[src/rtl/dtc_stream_eval.sv]
// dtc_stream_eval: sequential decision-tree classifier over binary feature
// vectors. One tree level is evaluated per clock from a run-time loadable
// node table; results leave through a valid/ready handshake.
// Optional build macro DTC_ERR_EN: adds the out_err port and an 8-bit
// saturating abort counter (err_cnt).
module dtc_stream_eval #(
  parameter int N_FEAT        = 12,
  parameter int CLS_W         = 3,
  parameter int NODES         = 32,
  parameter int MAX_DEPTH     = 8,
  parameter int DEFAULT_CLASS = 0,
  localparam int FEAT_W  = $clog2(N_FEAT),
  localparam int ADDR_W  = $clog2(NODES),
  localparam int DEP_W   = $clog2(MAX_DEPTH + 1),
  localparam int ENTRY_W = 1 + FEAT_W + 2 * ADDR_W
) (
  input  logic               clk,
  input  logic               rst,
  input  logic               in_valid,
  output logic               in_ready,
  input  logic [N_FEAT-1:0]  in_feat,
  output logic               out_valid,
  input  logic               out_ready,
  output logic [CLS_W-1:0]   out_class,
  output logic [DEP_W-1:0]   out_depth,
`ifdef DTC_ERR_EN
  output logic               out_err,
`endif
  input  logic               cfg_we,
  input  logic [ADDR_W-1:0]  cfg_addr,
  input  logic [ENTRY_W-1:0] cfg_wdata
);

  localparam logic [1:0] ST_IDLE = 2'd0;
  localparam logic [1:0] ST_WALK = 2'd1;
  localparam logic [1:0] ST_DONE = 2'd2;

  localparam logic [CLS_W-1:0]   DEF_CLS     = CLS_W'(DEFAULT_CLASS);
  localparam logic [DEP_W-1:0]   DEPTH_LIMIT = DEP_W'(MAX_DEPTH);
  // A leaf returning the default class: the table contents after reset.
  localparam logic [ENTRY_W-1:0] RESET_ENTRY = {1'b1, {(ENTRY_W-1-CLS_W){1'b0}}, DEF_CLS};

  logic [1:0]         state_q, state_d;
  logic [ENTRY_W-1:0] table_q [NODES];
  logic [N_FEAT-1:0]  feat_q, feat_d;
  logic [ADDR_W-1:0]  ptr_q, ptr_d;
  logic [DEP_W-1:0]   steps_q, steps_d;
  logic [CLS_W-1:0]   class_q, class_d;
  logic [DEP_W-1:0]   depth_q, depth_d;

  // Decoded fields of the node currently pointed at.
  logic [ENTRY_W-1:0] entry_s;
  logic               leaf_s;
  logic [FEAT_W-1:0]  node_feat_s;
  logic [ADDR_W-1:0]  child1_s, child0_s, next_s;
  logic               feat_ok_s, child_ok_s, addr_ok_s, feat_bit_s;
  logic               abort_s, accept_s;

  assign entry_s     = table_q[ptr_q];
  assign leaf_s      = entry_s[ENTRY_W-1];
  assign node_feat_s = entry_s[ENTRY_W-2 -: FEAT_W];
  assign child1_s    = entry_s[2*ADDR_W-1 -: ADDR_W];
  assign child0_s    = entry_s[ADDR_W-1:0];

  // Range checks collapse to constants when the field covers exactly the
  // legal range, so no always-true comparison is built in that case.
  if (N_FEAT == (1 << FEAT_W)) begin : g_feat_full
    assign feat_ok_s = 1'b1;
  end else begin : g_feat_part
    assign feat_ok_s = (32'(node_feat_s) < 32'(N_FEAT));
  end

  if (NODES == (1 << ADDR_W)) begin : g_node_full
    assign child_ok_s = 1'b1;
    assign addr_ok_s  = 1'b1;
  end else begin : g_node_part
    assign child_ok_s = (32'(next_s) < 32'(NODES));
    assign addr_ok_s  = (32'(cfg_addr) < 32'(NODES));
  end

  // An out-of-range feature index never selects a real bit.
  assign feat_bit_s = feat_ok_s ? feat_q[node_feat_s] : 1'b0;
  assign next_s     = feat_bit_s ? child1_s : child0_s;
  assign abort_s    = ~leaf_s & ((steps_q == DEPTH_LIMIT) | ~feat_ok_s | ~child_ok_s);

  // in_ready may follow out_ready combinationally; it is held low in reset.
  assign in_ready  = ~rst & ((state_q == ST_IDLE) | ((state_q == ST_DONE) & out_ready));
  assign accept_s  = in_valid & ((state_q == ST_IDLE) | ((state_q == ST_DONE) & out_ready));
  assign out_valid = (state_q == ST_DONE);
  assign out_class = class_q;
  assign out_depth = depth_q;

  // Next-state logic for the walk FSM and the result registers.
  always_comb begin
    state_d = state_q;
    feat_d  = feat_q;
    ptr_d   = ptr_q;
    steps_d = steps_q;
    class_d = class_q;
    depth_d = depth_q;
    case (state_q)
      ST_IDLE: begin
        if (accept_s) begin
          state_d = ST_WALK;
          feat_d  = in_feat;
          ptr_d   = '0;
          steps_d = '0;
        end else begin
          state_d = ST_IDLE;
        end
      end
      ST_WALK: begin
        if (leaf_s) begin
          class_d = entry_s[CLS_W-1:0];
          depth_d = steps_q;
          state_d = ST_DONE;
        end else if (abort_s) begin
          class_d = DEF_CLS;
          depth_d = steps_q;
          state_d = ST_DONE;
        end else begin
          ptr_d   = next_s;
          steps_d = steps_q + DEP_W'(1);
          state_d = ST_WALK;
        end
      end
      ST_DONE: begin
        if (out_ready) begin
          if (in_valid) begin
            state_d = ST_WALK;
            feat_d  = in_feat;
            ptr_d   = '0;
            steps_d = '0;
          end else begin
            state_d = ST_IDLE;
          end
        end else begin
          state_d = ST_DONE;
        end
      end
      default: begin
        state_d = ST_IDLE;
      end
    endcase
  end

  // FSM, walk pointer and result registers.
  always_ff @(posedge clk) begin
    if (rst) begin
      state_q <= ST_IDLE;
      feat_q  <= '0;
      ptr_q   <= '0;
      steps_q <= '0;
      class_q <= DEF_CLS;
      depth_q <= '0;
    end else begin
      state_q <= state_d;
      feat_q  <= feat_d;
      ptr_q   <= ptr_d;
      steps_q <= steps_d;
      class_q <= class_d;
      depth_q <= depth_d;
    end
  end

  // Node table: reset to default-class leaves, written through the cfg port.
  always_ff @(posedge clk) begin
    if (rst) begin
      for (int i = 0; i < NODES; i++) begin
        table_q[i] <= RESET_ENTRY;
      end
    end else if (cfg_we && addr_ok_s) begin
      table_q[cfg_addr] <= cfg_wdata;
    end
  end

`ifdef DTC_ERR_EN
  logic       err_q;
  logic [7:0] err_cnt;
  logic       walk_end_s;

  assign walk_end_s = (state_q == ST_WALK) & (leaf_s | abort_s);
  assign out_err    = err_q;

  // Abort flag for the current result and saturating abort counter.
  always_ff @(posedge clk) begin
    if (rst) begin
      err_q   <= 1'b0;
      err_cnt <= 8'd0;
    end else begin
      if (walk_end_s) begin
        err_q <= abort_s;
      end
      if (walk_end_s && abort_s && (err_cnt != 8'hFF)) begin
        err_cnt <= err_cnt + 8'd1;
      end
    end
  end
`endif

endmodule

[config.mk]
export PLATFORM = sky130hd
export DESIGN_NAME = dtc_stream_eval
export DESIGN_NICKNAME = d
export VERILOG_FILES = /design/src/rtl/dtc_stream_eval.sv
export SDC_FILE = /design/constraint.sdc
export NUM_CORES = 1
export LEC_CHECK = 0
export ABC_AREA = 1
export CAP_MARGIN = 20
export CORE_MARGIN = 3
export CORE_UTILIZATION = 62
export CTS_CLUSTER_SIZE = 24
export DETAILED_ROUTE_END_ITERATION = 8
export HOLD_SLACK_MARGIN = 0.1
export PLACE_DENSITY_LB_ADDON = 0.1
export RECOVER_POWER = 100
export SLEW_MARGIN = 20
export SYNTH_ARGS = -nofsm -noshare
export SYNTH_HDL_FRONTEND = slang
export SYNTH_SLANG_ARGS = --single-unit
[constraint.sdc]
create_clock -name clk -period 2.8 [get_ports clk]
set_clock_uncertainty 0.05 [all_clocks]
set_input_delay 0.7 -clock clk [delete_from_list [all_inputs] [get_ports clk]]
set_output_delay 0.7 -clock clk [all_outputs]
set_load 0.1 [all_outputs]
==> flow_results.xml, run 1 <==
<?xml version="1.0" encoding="UTF-8"?>
<metrics>
  <group name="synthesis">
    <metric name="yosys_register_bits" unit="">515</metric>
    <metric name="synth_nets" unit="">2375</metric>
    <metric name="netlist-cell-type-count" unit="">41</metric>
    <metric name="synth_enable_flop_cells" unit="">480</metric>
    <metric name="synth_area_per_cell" unit="um^2">9.988</metric>
    <metric name="syn_area" unit="um^2">23330</metric>
    <metric name="seq_area_frac_synth" unit="%">64.78</metric>
    <metric name="synth-main-ff-cell" unit="">sky130_fd_sc_hd__edfxtp_1</metric>
    <metric name="synth_cells" unit="">2336</metric>
    <metric name="async_reset_ff_share" unit="%">0</metric>
    <metric name="yosysWarningCount" unit="">0</metric>
  </group>
  <group name="global_routing">
    <metric name="grt_antenna_before_repair" unit="">0</metric>
    <metric name="grt_pass1_vias" unit="">17480</metric>
    <metric name="grt_overflow" unit="">0</metric>
    <metric name="grt_pass1_wl" unit="mm">101.9</metric>
    <metric name="grt_max_degree" unit="">58</metric>
    <metric name="track_usage" unit="%">34.43</metric>
  </group>
  <group name="cts">
    <metric name="clock_latency" unit="ns">0.59</metric>
    <metric name="cts-buffers-inserted" unit="">51</metric>
    <metric name="cts.path.max_buffers" unit="">3</metric>
    <metric name="clockRootBuffer" unit="">sky130_fd_sc_hd__clkbuf_16</metric>
    <metric name="h_tree_depth" unit="">2</metric>
    <metric name="tritoncts_num_sinks" unit="">515</metric>
    <metric name="cts_tree" unit="">built</metric>
    <metric name="clk_pin_slew_worst_paths" unit="ns">0.07</metric>
  </group>
  <group name="worst_setup_path">
    <metric name="crit_path_required_time" unit="ns">3.07</metric>
    <metric name="setup.worst_path.start_class" unit="">input port</metric>
    <metric name="setup.worst_path.class" unit="">in2reg</metric>
    <metric name="crit_path_top_delay_cell" unit="">sky130_fd_sc_hd__clkbuf_1</metric>
    <metric name="crit_chain" unit="">dlygate4sd3_1 -&gt; clkinv_1 -&gt; nand2_1 -&gt; nor3_1 -&gt; inv_1 -&gt; clkbuf_1 -&gt; nor2_1 -&gt; inv_1 -&gt; nand2_1 -&gt; clkbuf_4</metric>
    <metric name="critPathMaxFanout" unit="">13</metric>
    <metric name="setup.worst_path.end_class" unit="">flip-flop</metric>
    <metric name="cp_slowest_stage_delay" unit="ns">0.62</metric>
    <metric name="worst_endpoint_data_arrival_time" unit="ns">3.06</metric>
  </group>
  <group name="sta">
    <metric name="timing_worst_slew_pin_value" unit="ns">0.8154</metric>
    <metric name="report.final.setup_viol" unit="">0</metric>
    <metric name="worst_hold_slack" unit="ns">0.4136</metric>
    <metric name="report.final.slew_viol_count" unit="">0</metric>
    <metric name="fmax" unit="MHz">358.3</metric>
    <metric name="final_min_period_over_clock_period" unit="%">99.69</metric>
    <metric name="slew_headroom" unit="%">45.64</metric>
    <metric name="final.min_clock_period" unit="ns">2.791</metric>
    <metric name="setup_ws" unit="ns">0.008714</metric>
    <metric name="hold_violations" unit="">0</metric>
  </group>
  <group name="pwr">
    <metric name="irDropWorstVdd" unit="V">0.0005269</metric>
    <metric name="power.density" unit="nW/um^2">713.3</metric>
    <metric name="combPwrFrac" unit="%">16.4</metric>
    <metric name="p_int" unit="mW">13.91</metric>
    <metric name="p_leak" unit="nW">10.24</metric>
    <metric name="reg_power_share" unit="%">47.1</metric>
    <metric name="p_clk_share" unit="%">36.5</metric>
    <metric name="switching_share" unit="%">27.36</metric>
    <metric name="power_spent_charging_and_discharging_nets" unit="mW">5.238</metric>
  </group>
  <group name="layout">
    <metric name="design.final.nets" unit="">2475</metric>
    <metric name="final_core_utilization" unit="%">72.79</metric>
    <metric name="instances_no_fill" unit="">2977</metric>
    <metric name="final_cell_mix" unit="">618 x sky130_fd_sc_hd__nor2_1, 480 x sky130_fd_sc_hd__edfxtp_1, 387 x sky130_fd_sc_hd__nand2_1</metric>
    <metric name="drive_gt1_share" unit="%">10.72</metric>
    <metric name="final_area" unit="um^2">26840</metric>
    <metric name="antenna_cells" unit="">0</metric>
    <metric name="final_common_cell" unit="">sky130_fd_sc_hd__nor2_1</metric>
    <metric name="synthToLayoutAreaGrowth" unit="%">15.04</metric>
  </group>
  <group name="routing">
    <metric name="avgRoutedWirePerCell" unit="um">23.23</metric>
    <metric name="drt_first_pass_iters" unit="">6</metric>
    <metric name="vias" unit="">18370</metric>
    <metric name="detail_route.iter0.violations" unit="">2855</metric>
    <metric name="drc_violations_left" unit="">0</metric>
    <metric name="wirelength" unit="mm">69.15</metric>
    <metric name="detail-route-antenna-nets" unit="">0</metric>
    <metric name="drt-vias-per-instance" unit="">6.171</metric>
  </group>
  <group name="die">
    <metric name="top_level_ports" unit="">46</metric>
    <metric name="die-height" unit="um">200.0</metric>
    <metric name="start_util" unit="%">63.27</metric>
    <metric name="floorplan.die.width" unit="um">200.0</metric>
    <metric name="row_count" unit="">70</metric>
    <metric name="die-area" unit="um^2">39990</metric>
    <metric name="core_area" unit="um^2">36870</metric>
  </group>
  <group name="placed_design">
    <metric name="placement.setup.worst_slack" unit="ns">0.03773</metric>
    <metric name="port_buffers" unit="">45</metric>
    <metric name="placed_cells_incl_taps" unit="">2883</metric>
    <metric name="dpl.hpwl" unit="mm">43.86</metric>
    <metric name="routabilityCongestion" unit="">0.9753</metric>
    <metric name="placed_area" unit="um^2">25570</metric>
  </group>
  <group name="hold_path">
    <metric name="hold_path_class" unit="">reg2reg</metric>
  </group>
  <group name="outcome">
    <metric name="run_status" unit="">completed</metric>
  </group>
  <group name="job">
    <metric name="cap_violations" unit="">0</metric>
  </group>
</metrics>
-- sequential cells by signal, indices dropped and copies added, names as in the netlist, named ones only --
| signal | cells |
|---|---|
| out_depth | 4 |
| table_q | 480 |
| feat_q | 12 |
| state_q | 2 |
| out_class | 3 |
| steps_q | 4 |
| ptr_q | 5 |
-- timing repair --
item	CTS	global route
buffers inserted	0	1
resized for setup	0	16
endpoints found under the setup margin	0	15
hold buffers	0	0
-- power by group through the flow --
stage / registers [mW] / clock network [mW] / logic [mW]
after global routing: 9.04 / 7.35 / 3.33
after floorplan: 9.20 / 0 / 1.76
after detailed placement: 9.16 / 0 / 3.07
after CTS: 9.00 / 7.02 / 3.10
after global placement: 9.15 / 0 / 3.03
final: 9.01 / 7.00 / 3.14
-- layout make-up --
class | instances | area (um^2)
well taps | 504 | 630.6
clock inverters | 31 | 327.8
fillers | 2650 | 10030
inverters | 107 | 411.6
flip-flops and latches | 515 | 15120
clock buffers | 59 | 1359
multi-input cells | 1528 | 6878
repair buffers | 233 | 2110
-- synth_stat cells, types with 23 or more instances --
| library cell | number | share of area (%) |
|---|---|---|
| sky130_fd_sc_hd__nor2_1 | 619 | 10 |
| sky130_fd_sc_hd__edfxtp_1 | 480 | 62 |
| sky130_fd_sc_hd__nand2_1 | 390 | 6.3 |
| sky130_fd_sc_hd__nand3_1 | 136 | 2.9 |
| sky130_fd_sc_hd__a21oi_1 | 111 | 2.4 |
| sky130_fd_sc_hd__clkbuf_1 | 101 | 1.6 |
| sky130_fd_sc_hd__inv_1 | 100 | 1.6 |
| sky130_fd_sc_hd__o21ai_0 | 94 | 2.0 |
| sky130_fd_sc_hd__dfxtp_1 | 35 | 3.0 |
| sky130_fd_sc_hd__buf_2 | 34 | 0.73 |
| sky130_fd_sc_hd__o221ai_1 | 34 | 1.3 |
| sky130_fd_sc_hd__o21ai_1 | 24 | 0.51 |
| sky130_fd_sc_hd__buf_6 | 23 | 1.1 |
-- worst paths after layout --
check                   from       endpoint  slack (ns)  cells past startpoint
setup / recovery         rst  table_q[4][6]       0.009                     10
hold reg to reg   feat_q[10]     feat_q[10]        0.41                      2
hold / removal    feat_q[10]     feat_q[10]        0.41                      2
setup reg to reg   flip-flop      flip-flop        0.12                     11
-- stage by stage --
stage / power (mW) / TNS, ns
3_5_place_dp: 12.24 / 0
6_report: 19.15 / 0
4_1_cts: 19.11 / 0
5_1_grt: 19.72 / -0.09810
2_1_floorplan: 10.95 / 0
3_3_place_gp: 12.18 / 0
-- critical path, delay by kind of cell --
kind          cells  cell delay (ns)
simple gates      4             0.49
buf+inv           6             1.86
-- layer usage --
layer,up-vias,routed length [um],track usage [%]
li1,8156,-,-
met1,8735,25320,46.92
met2,1235,31880,54.34
met3,246,7937,6.009
met4,0,4020,17.03
met5,-,0,0
-- cell families after synthesis --
kind of cell | share of synthesized area (%)
and+or+nand+nor | 20.38
DFF | 64.78
AOI/OAI and AO/OA | 8.666
buffers and inverters | 5.985
adders and majority gates | 0.1072
xor gates and xnor gates | 0.03755
muxes | 0.04290
No activity file was read; power rests on OpenSTA's default activity.
==> inputs of run 2 (changes only) <==
--- a/config.mk
+++ b/config.mk
@@ -7,13 +7,14 @@
 export LEC_CHECK = 0
 export ABC_AREA = 1
 export CAP_MARGIN = 20
-export CORE_MARGIN = 3
+export CORE_MARGIN = 1
 export CORE_UTILIZATION = 62
 export CTS_CLUSTER_SIZE = 24
 export DETAILED_ROUTE_END_ITERATION = 8
 export HOLD_SLACK_MARGIN = 0.1
 export PLACE_DENSITY_LB_ADDON = 0.1
 export RECOVER_POWER = 100
+export SKIP_CTS_REPAIR_TIMING = 1
 export SLEW_MARGIN = 20
 export SYNTH_ARGS = -nofsm -noshare
 export SYNTH_HDL_FRONTEND = slang
==> run 2 against run 1 <==
Effect of this change: first-iteration DRC count fell by 0.88%; critical endpoint is now table_q[20][0]; setup slack better by 0.056 ns; via count up 0.48%; routed wire length grew 0.22%; register-to-register slack got worse by 0.03 ns; sequential share of layout area shrank 0.18 points; global-route usage is 1.9 points higher; clock power grew 3%; hold slack improved by 0.0022 ns; combinational power is essentially flat; largest cell class unchanged; utilization up 0.40 points; final cell count fell by 0.71%.
==> flow_results.xml, run 2 (synthesis gave the netlist of run 1 again) <==
<?xml version="1.0" encoding="UTF-8"?>
<metrics>
  <group name="placed_design">
    <metric name="placed_area" unit="um^2">25460</metric>
    <metric name="port_buffers" unit="">45</metric>
    <metric name="placement.setup.worst_slack" unit="ns">-0.2594</metric>
    <metric name="placed_cells_incl_taps" unit="">2851</metric>
    <metric name="routabilityCongestion" unit="">0.9290</metric>
    <metric name="dpl.hpwl" unit="mm">42.53</metric>
  </group>
  <group name="sta">
    <metric name="timing_worst_slew_pin_value" unit="ns">0.8303</metric>
    <metric name="report.final.setup_viol" unit="">0</metric>
    <metric name="tns" unit="ns">0</metric>
    <metric name="hold_violations" unit="">0</metric>
    <metric name="setup_ws" unit="ns">0.06443</metric>
    <metric name="final_min_period_over_clock_period" unit="%">97.70</metric>
    <metric name="slew_headroom" unit="%">44.64</metric>
    <metric name="worst_hold_slack" unit="ns">0.4159</metric>
    <metric name="final.min_clock_period" unit="ns">2.736</metric>
    <metric name="report.final.slew_viol_count" unit="">0</metric>
    <metric name="unrepaired_setup_endpoints_after_global_routing" unit="">yes</metric>
    <metric name="fmax" unit="MHz">365.6</metric>
  </group>
  <group name="cts">
    <metric name="h_tree_depth" unit="">2</metric>
    <metric name="clockRootBuffer" unit="">sky130_fd_sc_hd__clkbuf_16</metric>
    <metric name="cts_tree" unit="">built</metric>
    <metric name="cts.path.max_buffers" unit="">3</metric>
    <metric name="tritoncts_num_sinks" unit="">515</metric>
    <metric name="clock_latency" unit="ns">0.61</metric>
    <metric name="clk_pin_slew_worst_paths" unit="ns">0.06</metric>
    <metric name="cts-buffers-inserted" unit="">52</metric>
  </group>
  <group name="global_routing">
    <metric name="grt_pass1_wl" unit="mm">103.3</metric>
    <metric name="track_usage" unit="%">36.29</metric>
    <metric name="grt_overflow" unit="">0</metric>
    <metric name="grt_max_degree" unit="">68</metric>
    <metric name="grt_pass1_vias" unit="">17580</metric>
    <metric name="grt_antenna_before_repair" unit="">0</metric>
  </group>
  <group name="pwr">
    <metric name="power_spent_charging_and_discharging_nets" unit="mW">5.373</metric>
    <metric name="combPwrFrac" unit="%">16.3</metric>
    <metric name="power.density" unit="nW/um^2">718.6</metric>
    <metric name="total_power" unit="mW">19.35</metric>
    <metric name="p_clk_share" unit="%">37.1</metric>
    <metric name="p_leak" unit="nW">10.33</metric>
    <metric name="switching_share" unit="%">27.77</metric>
    <metric name="irDropWorstVdd" unit="V">0.0005206</metric>
    <metric name="p_int" unit="mW">13.97</metric>
    <metric name="reg_power_share" unit="%">46.6</metric>
  </group>
  <group name="layout">
    <metric name="synthToLayoutAreaGrowth" unit="%">15.40</metric>
    <metric name="drive_gt1_share" unit="%">11.82</metric>
    <metric name="largest_register_ffs" unit="">480</metric>
    <metric name="reg_top3" unit="">table_q x480, feat_q x12, ptr_q x5</metric>
    <metric name="antenna_cells" unit="">0</metric>
    <metric name="final_common_cell" unit="">sky130_fd_sc_hd__nor2_1</metric>
    <metric name="top_register" unit="">table_q</metric>
    <metric name="final_area" unit="um^2">26920</metric>
    <metric name="instances_no_fill" unit="">2956</metric>
    <metric name="final_core_utilization" unit="%">73.19</metric>
    <metric name="design.final.nets" unit="">2484</metric>
    <metric name="final_cell_mix" unit="">618 x sky130_fd_sc_hd__nor2_1, 480 x sky130_fd_sc_hd__edfxtp_1, 389 x sky130_fd_sc_hd__nand2_1</metric>
    <metric name="fillCellCount" unit="">2627</metric>
  </group>
  <group name="routing">
    <metric name="detail-route-antenna-nets" unit="">0</metric>
    <metric name="wirelength" unit="mm">69.31</metric>
    <metric name="drt_first_pass_iters" unit="">6</metric>
    <metric name="drt-vias-per-instance" unit="">6.245</metric>
    <metric name="avgRoutedWirePerCell" unit="um">23.45</metric>
    <metric name="vias" unit="">18460</metric>
    <metric name="drc_violations_left" unit="">0</metric>
    <metric name="detail_route.iter0.violations" unit="">2830</metric>
  </group>
  <group name="worst_setup_path">
    <metric name="worst_endpoint_data_arrival_time" unit="ns">2.97</metric>
    <metric name="setup.worst_path.class" unit="">in2reg</metric>
    <metric name="crit_path_required_time" unit="ns">3.04</metric>
    <metric name="setup.worst_path.end_class" unit="">flip-flop</metric>
    <metric name="setup.worst_path.start_class" unit="">input port</metric>
    <metric name="critPathMaxFanout" unit="">8</metric>
  </group>
  <group name="die">
    <metric name="start_util" unit="%">63.43</metric>
    <metric name="core_area" unit="um^2">36790</metric>
    <metric name="top_level_ports" unit="">46</metric>
    <metric name="floorplan.die.width" unit="um">196.0</metric>
    <metric name="die-area" unit="um^2">38410</metric>
    <metric name="row_count" unit="">70</metric>
    <metric name="die-height" unit="um">196.0</metric>
  </group>
  <group name="outcome">
    <metric name="run_status" unit="">completed</metric>
  </group>
  <group name="job">
    <metric name="cap_violations" unit="">0</metric>
  </group>
  <group name="hold_path">
    <metric name="hold_path_class" unit="">reg2reg</metric>
  </group>
</metrics>
run 2: changes by cell type in the layout (fill, tap and decap cells not counted), moves of 5 or more:
cell / delta
sky130_fd_sc_hd__clkbuf_4: -5
sky130_fd_sc_hd__clkinv_2: +6
sky130_fd_sc_hd__clkinv_1: -5
sky130_fd_sc_hd__clkbuf_2: +22
sky130_fd_sc_hd__clkbuf_1: -10
run 2: path summary, 6_finish.rpt:
kind             start        endpoint  slack (ns)  cells after the start
max reg2reg  flip-flop    out_depth[0]        0.09                     14
max                rst  table_q[20][0]        0.06                     10
min reg2reg  feat_q[8]       feat_q[8]        0.42                      2
min          feat_q[8]       feat_q[8]        0.42                      2
run 2: layout make-up:
type / count / area, um^2 / area share, %
tap: 468 / 585.6 / 2.175
sequential: 515 / 15120 / 56.17
multi-input combinational: 1528 / 6875 / 25.54
clock buffer: 61 / 1396 / 5.186
clock inverter: 36 / 379.1 / 1.408
timing repair buffer: 241 / 2131 / 7.914
inverter: 107 / 432.9 / 1.608
run 2: per-layer routing:
metal	vias to the layer above	GRT usage [%]	part of all wire, %
met3	223	5.759	11
met1	8771	48.72	36
met5	-	0	0
met2	1277	58.67	48
li1	8190	-	-
met4	0	16.67	4.9
run 2: power by group through the flow:
stage	clock network (mW)	registers [mW]	logic, mW
3_3_place_gp	0	9.14	3.01
5_1_grt	7.51	9.04	3.34
3_5_place_dp	0	9.15	3.05
4_1_cts	7.22	9.00	3.07
2_1_floorplan	0	9.20	1.76
6_report	7.18	9.01	3.16
run 2: critical path, cell delays in order:
cell                            delay (ns)
sky130_fd_sc_hd__dlygate4sd3_1        0.55
sky130_fd_sc_hd__inv_1                0.26
sky130_fd_sc_hd__nand2_1              0.16
sky130_fd_sc_hd__nor3_1               0.16
sky130_fd_sc_hd__inv_1                0.06
sky130_fd_sc_hd__clkbuf_1             0.37
sky130_fd_sc_hd__nor2_1               0.26
sky130_fd_sc_hd__inv_1                0.09
sky130_fd_sc_hd__nand2_1              0.12
sky130_fd_sc_hd__buf_2                0.23
